==> src/rtl/lcd_char_writer_if.sv <==
// Request channel into lcd_char_writer: character writes (valid/ready) plus the clear request.
// The master drives the request fields; the slave (lcd_char_writer) returns oREADY.
interface lcd_char_writer_if;
    logic [7:0] iCHAR;
    logic       iROW;
    logic [3:0] iCOL;
    logic       iVALID;
    logic       oREADY;
    logic       iCLEAR;

    modport master (output iCHAR, output iROW, output iCOL, output iVALID, output iCLEAR, input oREADY);
    modport slave  (input iCHAR, input iROW, input iCOL, input iVALID, input iCLEAR, output oREADY);
endinterface

==> src/rtl/lcd_char_writer.sv <==
// HD44780 16x2 character writer: power-up wait, init sequence, then timed (row, col, char) and clear writes.
// Optional macro LCD_CURSOR_SKIP_EN: track the LCD cursor and skip the set-address write when it already matches.
module lcd_char_writer #(
    parameter int PWRUP_WAIT_CYC = 750000,
    parameter int EN_PULSE_CYC   = 16,
    parameter int CMD_WAIT_CYC   = 2000,
    parameter int CLR_WAIT_CYC   = 82000
) (
    input  logic                iCLK,
    input  logic                iRST,
    lcd_char_writer_if.slave    req,
    output logic                oINIT_DONE,
    output logic [7:0]          LCD_DATA,
    output logic                LCD_RS,
    output logic                LCD_RW,
    output logic                LCD_EN
);

    localparam int MAX_AB  = (PWRUP_WAIT_CYC > CLR_WAIT_CYC) ? PWRUP_WAIT_CYC : CLR_WAIT_CYC;
    localparam int MAX_CD  = (EN_PULSE_CYC > CMD_WAIT_CYC) ? EN_PULSE_CYC : CMD_WAIT_CYC;
    localparam int MAX_CYC = (MAX_AB > MAX_CD) ? MAX_AB : MAX_CD;
    localparam int CNT_W   = $clog2(MAX_CYC + 1);

    localparam logic [CNT_W-1:0] PWRUP_LAST = CNT_W'(PWRUP_WAIT_CYC - 1);
    localparam logic [CNT_W-1:0] EN_LAST    = CNT_W'(EN_PULSE_CYC - 1);
    localparam logic [CNT_W-1:0] CMD_LAST   = CNT_W'(CMD_WAIT_CYC - 1);
    localparam logic [CNT_W-1:0] CLR_LAST   = CNT_W'(CLR_WAIT_CYC - 1);
    localparam logic [CNT_W-1:0] CNT_ONE    = CNT_W'(1);

    typedef enum logic [2:0] {
        ST_PWRUP, ST_INIT, ST_IDLE, ST_CLR, ST_SETADDR, ST_WRCHAR
    } state_t;

    typedef enum logic [1:0] {
        PH_SETUP, PH_EN, PH_WAIT
    } phase_t;

    function automatic logic [7:0] init_cmd(input logic [2:0] idx);
        logic [7:0] cmd;
        case (idx)
            3'd0:    cmd = 8'h38;
            3'd1:    cmd = 8'h38;
            3'd2:    cmd = 8'h0C;
            3'd3:    cmd = 8'h01;
            3'd4:    cmd = 8'h06;
            default: cmd = 8'h00;
        endcase
        return cmd;
    endfunction

    state_t             state_q, state_d;
    phase_t             phase_q, phase_d;
    logic [CNT_W-1:0]   cnt_q, cnt_d;
    logic [2:0]         init_idx_q, init_idx_d;
    logic [7:0]         char_q, char_d;
    logic [7:0]         data_q, data_d;
    logic               rs_q, rs_d;
    logic               en_q, en_d;
    logic               init_done_q, init_done_d;
`ifdef LCD_CURSOR_SKIP_EN
    logic               row_q, row_d;
    logic [3:0]         col_q, col_d;
    logic               cur_row_q, cur_row_d;
    logic [3:0]         cur_col_q, cur_col_d;
    logic               cur_vld_q, cur_vld_d;
`endif

    logic               in_write;
    logic [CNT_W-1:0]   wait_last;
    logic               w_done;

    // Bus-write status: the clear command needs the long post-strobe wait.
    always_comb begin
        in_write  = (state_q inside {ST_INIT, ST_CLR, ST_SETADDR, ST_WRCHAR});
        wait_last = (!rs_q && (data_q == 8'h01)) ? CLR_LAST : CMD_LAST;
        w_done    = in_write && (phase_q == PH_WAIT) && (cnt_q == wait_last);
    end

    // Next-state logic: bus-write phase sequencer, then the request-level state machine.
    always_comb begin
        state_d     = state_q;
        phase_d     = phase_q;
        cnt_d       = cnt_q;
        init_idx_d  = init_idx_q;
        char_d      = char_q;
        data_d      = data_q;
        rs_d        = rs_q;
        init_done_d = init_done_q;
`ifdef LCD_CURSOR_SKIP_EN
        row_d       = row_q;
        col_d       = col_q;
        cur_row_d   = cur_row_q;
        cur_col_d   = cur_col_q;
        cur_vld_d   = cur_vld_q;
`endif

        if (in_write) begin
            case (phase_q)
                PH_SETUP: begin
                    phase_d = PH_EN;
                    cnt_d   = '0;
                end
                PH_EN: begin
                    if (cnt_q == EN_LAST) begin
                        phase_d = PH_WAIT;
                        cnt_d   = '0;
                    end else begin
                        cnt_d = cnt_q + CNT_ONE;
                    end
                end
                PH_WAIT: begin
                    if (w_done) begin
                        phase_d = PH_SETUP;
                        cnt_d   = '0;
                    end else begin
                        cnt_d = cnt_q + CNT_ONE;
                    end
                end
                default: begin
                    phase_d = PH_SETUP;
                    cnt_d   = '0;
                end
            endcase
        end else begin
            phase_d = PH_SETUP;
        end

        case (state_q)
            ST_PWRUP: begin
                if (cnt_q == PWRUP_LAST) begin
                    state_d    = ST_INIT;
                    init_idx_d = 3'd0;
                    data_d     = init_cmd(3'd0);
                    rs_d       = 1'b0;
                    cnt_d      = '0;
                end else begin
                    cnt_d = cnt_q + CNT_ONE;
                end
            end
            ST_INIT: begin
                if (w_done) begin
                    if (init_idx_q == 3'd4) begin
                        state_d     = ST_IDLE;
                        init_done_d = 1'b1;
                    end else begin
                        init_idx_d = init_idx_q + 3'd1;
                        data_d     = init_cmd(init_idx_q + 3'd1);
                    end
                end else begin
                    state_d = ST_INIT;
                end
            end
            ST_IDLE: begin
                // Clear wins over a simultaneous character request; the character stays pending upstream.
                if (req.iCLEAR) begin
                    state_d = ST_CLR;
                    data_d  = 8'h01;
                    rs_d    = 1'b0;
                    cnt_d   = '0;
`ifdef LCD_CURSOR_SKIP_EN
                    cur_row_d = 1'b0;
                    cur_col_d = 4'd0;
                    cur_vld_d = 1'b1;
`endif
                end else if (req.iVALID) begin
                    char_d = req.iCHAR;
                    cnt_d  = '0;
`ifdef LCD_CURSOR_SKIP_EN
                    row_d  = req.iROW;
                    col_d  = req.iCOL;
                    if (cur_vld_q && (cur_row_q == req.iROW) && (cur_col_q == req.iCOL)) begin
                        state_d = ST_WRCHAR;
                        data_d  = req.iCHAR;
                        rs_d    = 1'b1;
                    end else begin
                        state_d = ST_SETADDR;
                        data_d  = {1'b1, req.iROW, 2'b00, req.iCOL};
                        rs_d    = 1'b0;
                    end
`else
                    state_d = ST_SETADDR;
                    data_d  = {1'b1, req.iROW, 2'b00, req.iCOL};
                    rs_d    = 1'b0;
`endif
                end else begin
                    state_d = ST_IDLE;
                end
            end
            ST_CLR: begin
                if (w_done) begin
                    state_d = ST_IDLE;
                end else begin
                    state_d = ST_CLR;
                end
            end
            ST_SETADDR: begin
                if (w_done) begin
                    state_d = ST_WRCHAR;
                    data_d  = char_q;
                    rs_d    = 1'b1;
                end else begin
                    state_d = ST_SETADDR;
                end
            end
            ST_WRCHAR: begin
                if (w_done) begin
                    state_d = ST_IDLE;
`ifdef LCD_CURSOR_SKIP_EN
                    // Past column 15 the controller address leaves the visible line, so stop trusting it.
                    cur_row_d = row_q;
                    if (col_q == 4'd15) begin
                        cur_vld_d = 1'b0;
                    end else begin
                        cur_col_d = col_q + 4'd1;
                        cur_vld_d = 1'b1;
                    end
`endif
                end else begin
                    state_d = ST_WRCHAR;
                end
            end
            default: begin
                state_d = ST_PWRUP;
                cnt_d   = '0;
            end
        endcase

        en_d = (phase_d == PH_EN);
    end

    // State and bus registers with synchronous reset.
    always_ff @(posedge iCLK) begin
        if (iRST) begin
            state_q     <= ST_PWRUP;
            phase_q     <= PH_SETUP;
            cnt_q       <= '0;
            init_idx_q  <= 3'd0;
            char_q      <= 8'h00;
            data_q      <= 8'h00;
            rs_q        <= 1'b0;
            en_q        <= 1'b0;
            init_done_q <= 1'b0;
`ifdef LCD_CURSOR_SKIP_EN
            row_q       <= 1'b0;
            col_q       <= 4'd0;
            cur_row_q   <= 1'b0;
            cur_col_q   <= 4'd0;
            cur_vld_q   <= 1'b0;
`endif
        end else begin
            state_q     <= state_d;
            phase_q     <= phase_d;
            cnt_q       <= cnt_d;
            init_idx_q  <= init_idx_d;
            char_q      <= char_d;
            data_q      <= data_d;
            rs_q        <= rs_d;
            en_q        <= en_d;
            init_done_q <= init_done_d;
`ifdef LCD_CURSOR_SKIP_EN
            row_q       <= row_d;
            col_q       <= col_d;
            cur_row_q   <= cur_row_d;
            cur_col_q   <= cur_col_d;
            cur_vld_q   <= cur_vld_d;
`endif
        end
    end

    assign req.oREADY = (state_q == ST_IDLE) && !req.iCLEAR;
    assign oINIT_DONE = init_done_q;
    assign LCD_DATA   = data_q;
    assign LCD_RS     = rs_q;
    assign LCD_RW     = 1'b0;
    assign LCD_EN     = en_q;

endmodule

==> src/flat_wrapper.sv <==
// flat-port wrapper written by rule: the top's interface ports become plain ports
module lcd_char_writer_flat 
#(
    parameter int PWRUP_WAIT_CYC = 750000,
    parameter int EN_PULSE_CYC   = 16,
    parameter int CMD_WAIT_CYC   = 2000,
    parameter int CLR_WAIT_CYC   = 82000
)
  (iCLK, iRST, oINIT_DONE, LCD_DATA, LCD_RS, LCD_RW, LCD_EN, req_iCHAR, req_iROW, req_iCOL, req_iVALID, req_iCLEAR, req_oREADY);
  lcd_char_writer_if req_i ();
  input  logic iCLK;
  input  logic iRST;
  output logic oINIT_DONE;
  output logic [7:0] LCD_DATA;
  output logic LCD_RS;
  output logic LCD_RW;
  output logic LCD_EN;
  input wire logic [$bits(req_i.iCHAR)-1:0] req_iCHAR;
  input wire logic [$bits(req_i.iROW)-1:0] req_iROW;
  input wire logic [$bits(req_i.iCOL)-1:0] req_iCOL;
  input wire logic [$bits(req_i.iVALID)-1:0] req_iVALID;
  input wire logic [$bits(req_i.iCLEAR)-1:0] req_iCLEAR;
  output wire logic [$bits(req_i.oREADY)-1:0] req_oREADY;
  assign req_i.iCHAR = req_iCHAR;
  assign req_i.iROW = req_iROW;
  assign req_i.iCOL = req_iCOL;
  assign req_i.iVALID = req_iVALID;
  assign req_i.iCLEAR = req_iCLEAR;
  assign req_oREADY = req_i.oREADY;
  lcd_char_writer #(.PWRUP_WAIT_CYC(PWRUP_WAIT_CYC), .EN_PULSE_CYC(EN_PULSE_CYC), .CMD_WAIT_CYC(CMD_WAIT_CYC), .CLR_WAIT_CYC(CLR_WAIT_CYC)) u_core (.iCLK(iCLK), .iRST(iRST), .req(req_i), .oINIT_DONE(oINIT_DONE), .LCD_DATA(LCD_DATA), .LCD_RS(LCD_RS), .LCD_RW(LCD_RW), .LCD_EN(LCD_EN));
endmodule
==> config.mk <==
export PLATFORM = sky130hd
export DESIGN_NAME = lcd_char_writer_flat
export DESIGN_NICKNAME = d
export VERILOG_FILES = /design/src/rtl/lcd_char_writer_if.sv /design/src/rtl/lcd_char_writer.sv /design/src/flat_wrapper.sv
export SDC_FILE = /design/constraint.sdc
export NUM_CORES = 1
export LEC_CHECK = 0
export ABC_CLOCK_PERIOD_IN_PS = 6550
export CAP_MARGIN = 20
export CELL_PAD_IN_SITES_DETAIL_PLACEMENT = 2
export CELL_PAD_IN_SITES_GLOBAL_PLACEMENT = 2
export CORE_AREA = 3 3 95 97
export DETAILED_ROUTE_END_ITERATION = 10
export DIE_AREA = 0 0 98 100
export GPL_TIMING_DRIVEN = 0
export HOLD_SLACK_MARGIN = 0.15
export PLACE_DENSITY = 0.86
export REMOVE_ABC_BUFFERS = 1
export SLEW_MARGIN = 10
export SYNTH_ARGS = -nofsm -noshare
export SYNTH_HDL_FRONTEND = slang
export SYNTH_SLANG_ARGS = --single-unit
==> constraint.sdc <==
create_clock -name iCLK -period 6.55 [get_ports iCLK]
set_input_delay 0.655 -clock iCLK [delete_from_list [all_inputs] [get_ports iCLK]]
set_output_delay 0.655 -clock iCLK [all_outputs]
set_load 0.05 [all_outputs]
==> reports/metrics.yaml <==
final_cell_area_mm2: 0.00340
dieHeight_um: 100
seq_area_frac_synth_pct: 32.2
skew_ns: 0.00875
cp-start-kind: "flip-flop"
ys_warn_count: 0
drc: 0
initial_core_util_pct: 35.6
post_cts_buffers: 0
timing.hold.ws_ns: 0.468
vias: 3006
post-place-ws_ns: 2.66
grt_pass1_wl_mm: 17.0
post_cts_resize_count: 0
rrSetupSlack_ns: 3.39
ir_drop_mv: 0.0762
power.internal_mw: 0.418
combPwrFrac_pct: 5.0
r2r_start: "u_core.cnt_q[0]"
ys_seq_elements: 47
hold_viol: 0
synth_cells: 383
die_width_um: 98
synth_async_sr_flop_share_pct: 0
grt_setup_unrepaired: "false"
period_needed_ns: 3.54
synth.avg_cell_area_um2: 7.63
core_mm2: 0.00822
tightest_slew_ns: 0.851
syn2layout_area_growth_pct: 16.3
worst_slack_ns: 3.01
drive_above_1_share_pct: 6.98
routed_wl_mm: 10.1
status: "finished clean"
r2r_end: "u_core.LCD_DATA[3]"
post_dp_cell_area_mm2: 0.00326
ys_types: 61
routed_via_density: 5.94
clkPwrFrac_pct: 42.1
io_buffer_count: 28
leakagePower_nw: 1.10
place_congestion: 0.777
layout_commonest_cell: "dfxtp_1"
num_rows: 33
clockRootBuffer: "clkbuf_8"
setup_viol: 0
grt_pass1_vias: 3281
grt_max_degree: 28
ant_nets: 0
grtUsageTotal_pct: 21.2
dr.pass1.iters: 4
path_class: "reg2out"
post_drt_wl_per_cell_um: 19.9
min_path_cells: 2
cp.arrival_ns: 2.89
min_path_type: "reg2reg"
cts_hold_buffers: 0
synth-main-ff-cell: "dfxtp_1"
diodes: 0
hp-start: "u_core.char_q[7]"
cts_made_buffers: 5
finalNetCount: 428
rr_worst_depth: 8
synth-edff-count: 0
cap_violations: 0
p_total_mw: 0.551
cp.required_ns: 5.89
holdPathEnd: "u_core.char_q[7]"
max_slew_margin_pct: 42.8
cts_tree: "built"
powerDensity_mw_per_mm2: 162
final_cell_mix: "47 x dfxtp_1, 45 x nand2_1, 36 x nor2_1"
dpl.hpwl_mm: 7.22
swShare_pct: 24.2
drtIter0Drc: 126
p_sw_mw: 0.133
slew_violations: 0
cts_buffer_depth: 2
crit_fanout: 13
netlist_area_mm2: 0.00292
cp-end-kind: "output port"
nFillCells: 967
clock_latency_ns: 0.32
antenna_found_initial: 0
seqPwrFrac_pct: 52.8
cts_max_level: 2
overflow: 0
cts.clk_slew.worst_paths_ns: 0.10
ios: 30
dieArea_mm2: 0.00980
setup_tns_ns: 0
fin_crit_sh_pct: 54.1
fmax_mhz: 282
clock_sinks: 47
## cell type report
type	count	area, µm²	share of cell area, %
flip-flops and latches	47	941	27.7
clock buffers	5	68.8	2.02
inverters	12	45.0	1.32
clock inverters	3	47.5	1.40
multi-input cells	300	1820	53.7
well taps	105	131	3.86
repair buffers	34	342	10.0
## state kept, by name (all words and copies together) (netlist names)
name               count
u_core.LCD_RS          1
u_core.phase_q         2
u_core.LCD_DATA        8
u_core.state_q         3
u_core.init_idx_q      3
u_core.LCD_EN          1
u_core.char_q          8
u_core.oINIT_DONE      1
u_core.cnt_q          20
## stage by stage
step,utilization (%),cells
after floorplan,-,359
after global placement,39.1,492
after detailed placement,39.6,495
after CTS,41.0,503
after global routing,41.4,506
final,41.4,506
## how the worst max path moves through the flow
stage | to | slack (ns) | from | cells after the start
2_1_floorplan | u_core.cnt_q[3] | 3.17 | req_iCLEAR | 5
3_3_place_gp | u_core.cnt_q[3] | 2.81 | req_iCLEAR | 6
3_5_place_dp | u_core.cnt_q[3] | 2.66 | req_iCLEAR | 6
4_1_cts | req_oREADY | 2.69 | u_core.state_q[1] | 3
5_1_grt | req_oREADY | 2.81 | u_core.state_q[1] | 4
6_report | req_oREADY | 3.01 | u_core.state_q[1] | 4
## routing by layer
layer	vias up	global-route usage [%]	share of wire, %
li1	1442	-	-
met1	1493	27.7	46
met5	-	0	0
met2	57	36.6	50
met3	14	2.85	2.7
met4	0	6.07	1.8
## worst max-delay path: stages, from the launching register on
cell and delay (ns):
dfxtp_1 0.66, nand2b_1 0.27, nor3_1 0.53, clkbuf_2 0.29
clkdlybuf4s50_1 0.83
## synth_stat cells, types with 3 or more instances
cell       n  area, µm²
nor4_1     6       37.5
a21oi_1   35        175
a211oi_1   5       37.5
clkbuf_1  18       67.6
inv_1     12       45.0
nand3_1   23        115
a311oi_1   3       26.3
a22oi_1    7       52.6
or4_1      4       30.0
a31oi_1    4       25.0
nand2_1   45        169
nor2_1    36        135
nor3_1    12       60.1
nand4_1    8       50.1
nand2b_1   7       43.8
o21ai_0   21        105
and2_1     7       43.8
or3_1      4       25.0
o221ai_1   7       61.3
o211ai_1   9       67.6
ha_1      11        138
nor2b_1    4       25.0
dfxtp_1   47        941
## cells by family (layout without fill, tap and decap cells)
family          Yosys count  after routing  synth area share, %
compound gates          110            110                 25.2
other cells               1              1                0.128
fa+ha+maj                11             11                 4.71
flops                    47             47                 32.2
buf+inv                  36             54                 5.74
xor+xnor                  3              3                0.899
mux                       3              3                 1.07
simple gates            172            172                 30.1
## power groups by stage
stage               Clock [mW]  Combinational, mW  Sequential [mW]
floorplan                    0            0.00976            0.297
global placement             0             0.0257            0.297
detailed placement           0             0.0268            0.297
CTS                      0.237             0.0271            0.291
global route             0.251             0.0306            0.292
finish                   0.232             0.0278            0.291
(Power assumes the default switching activity.)
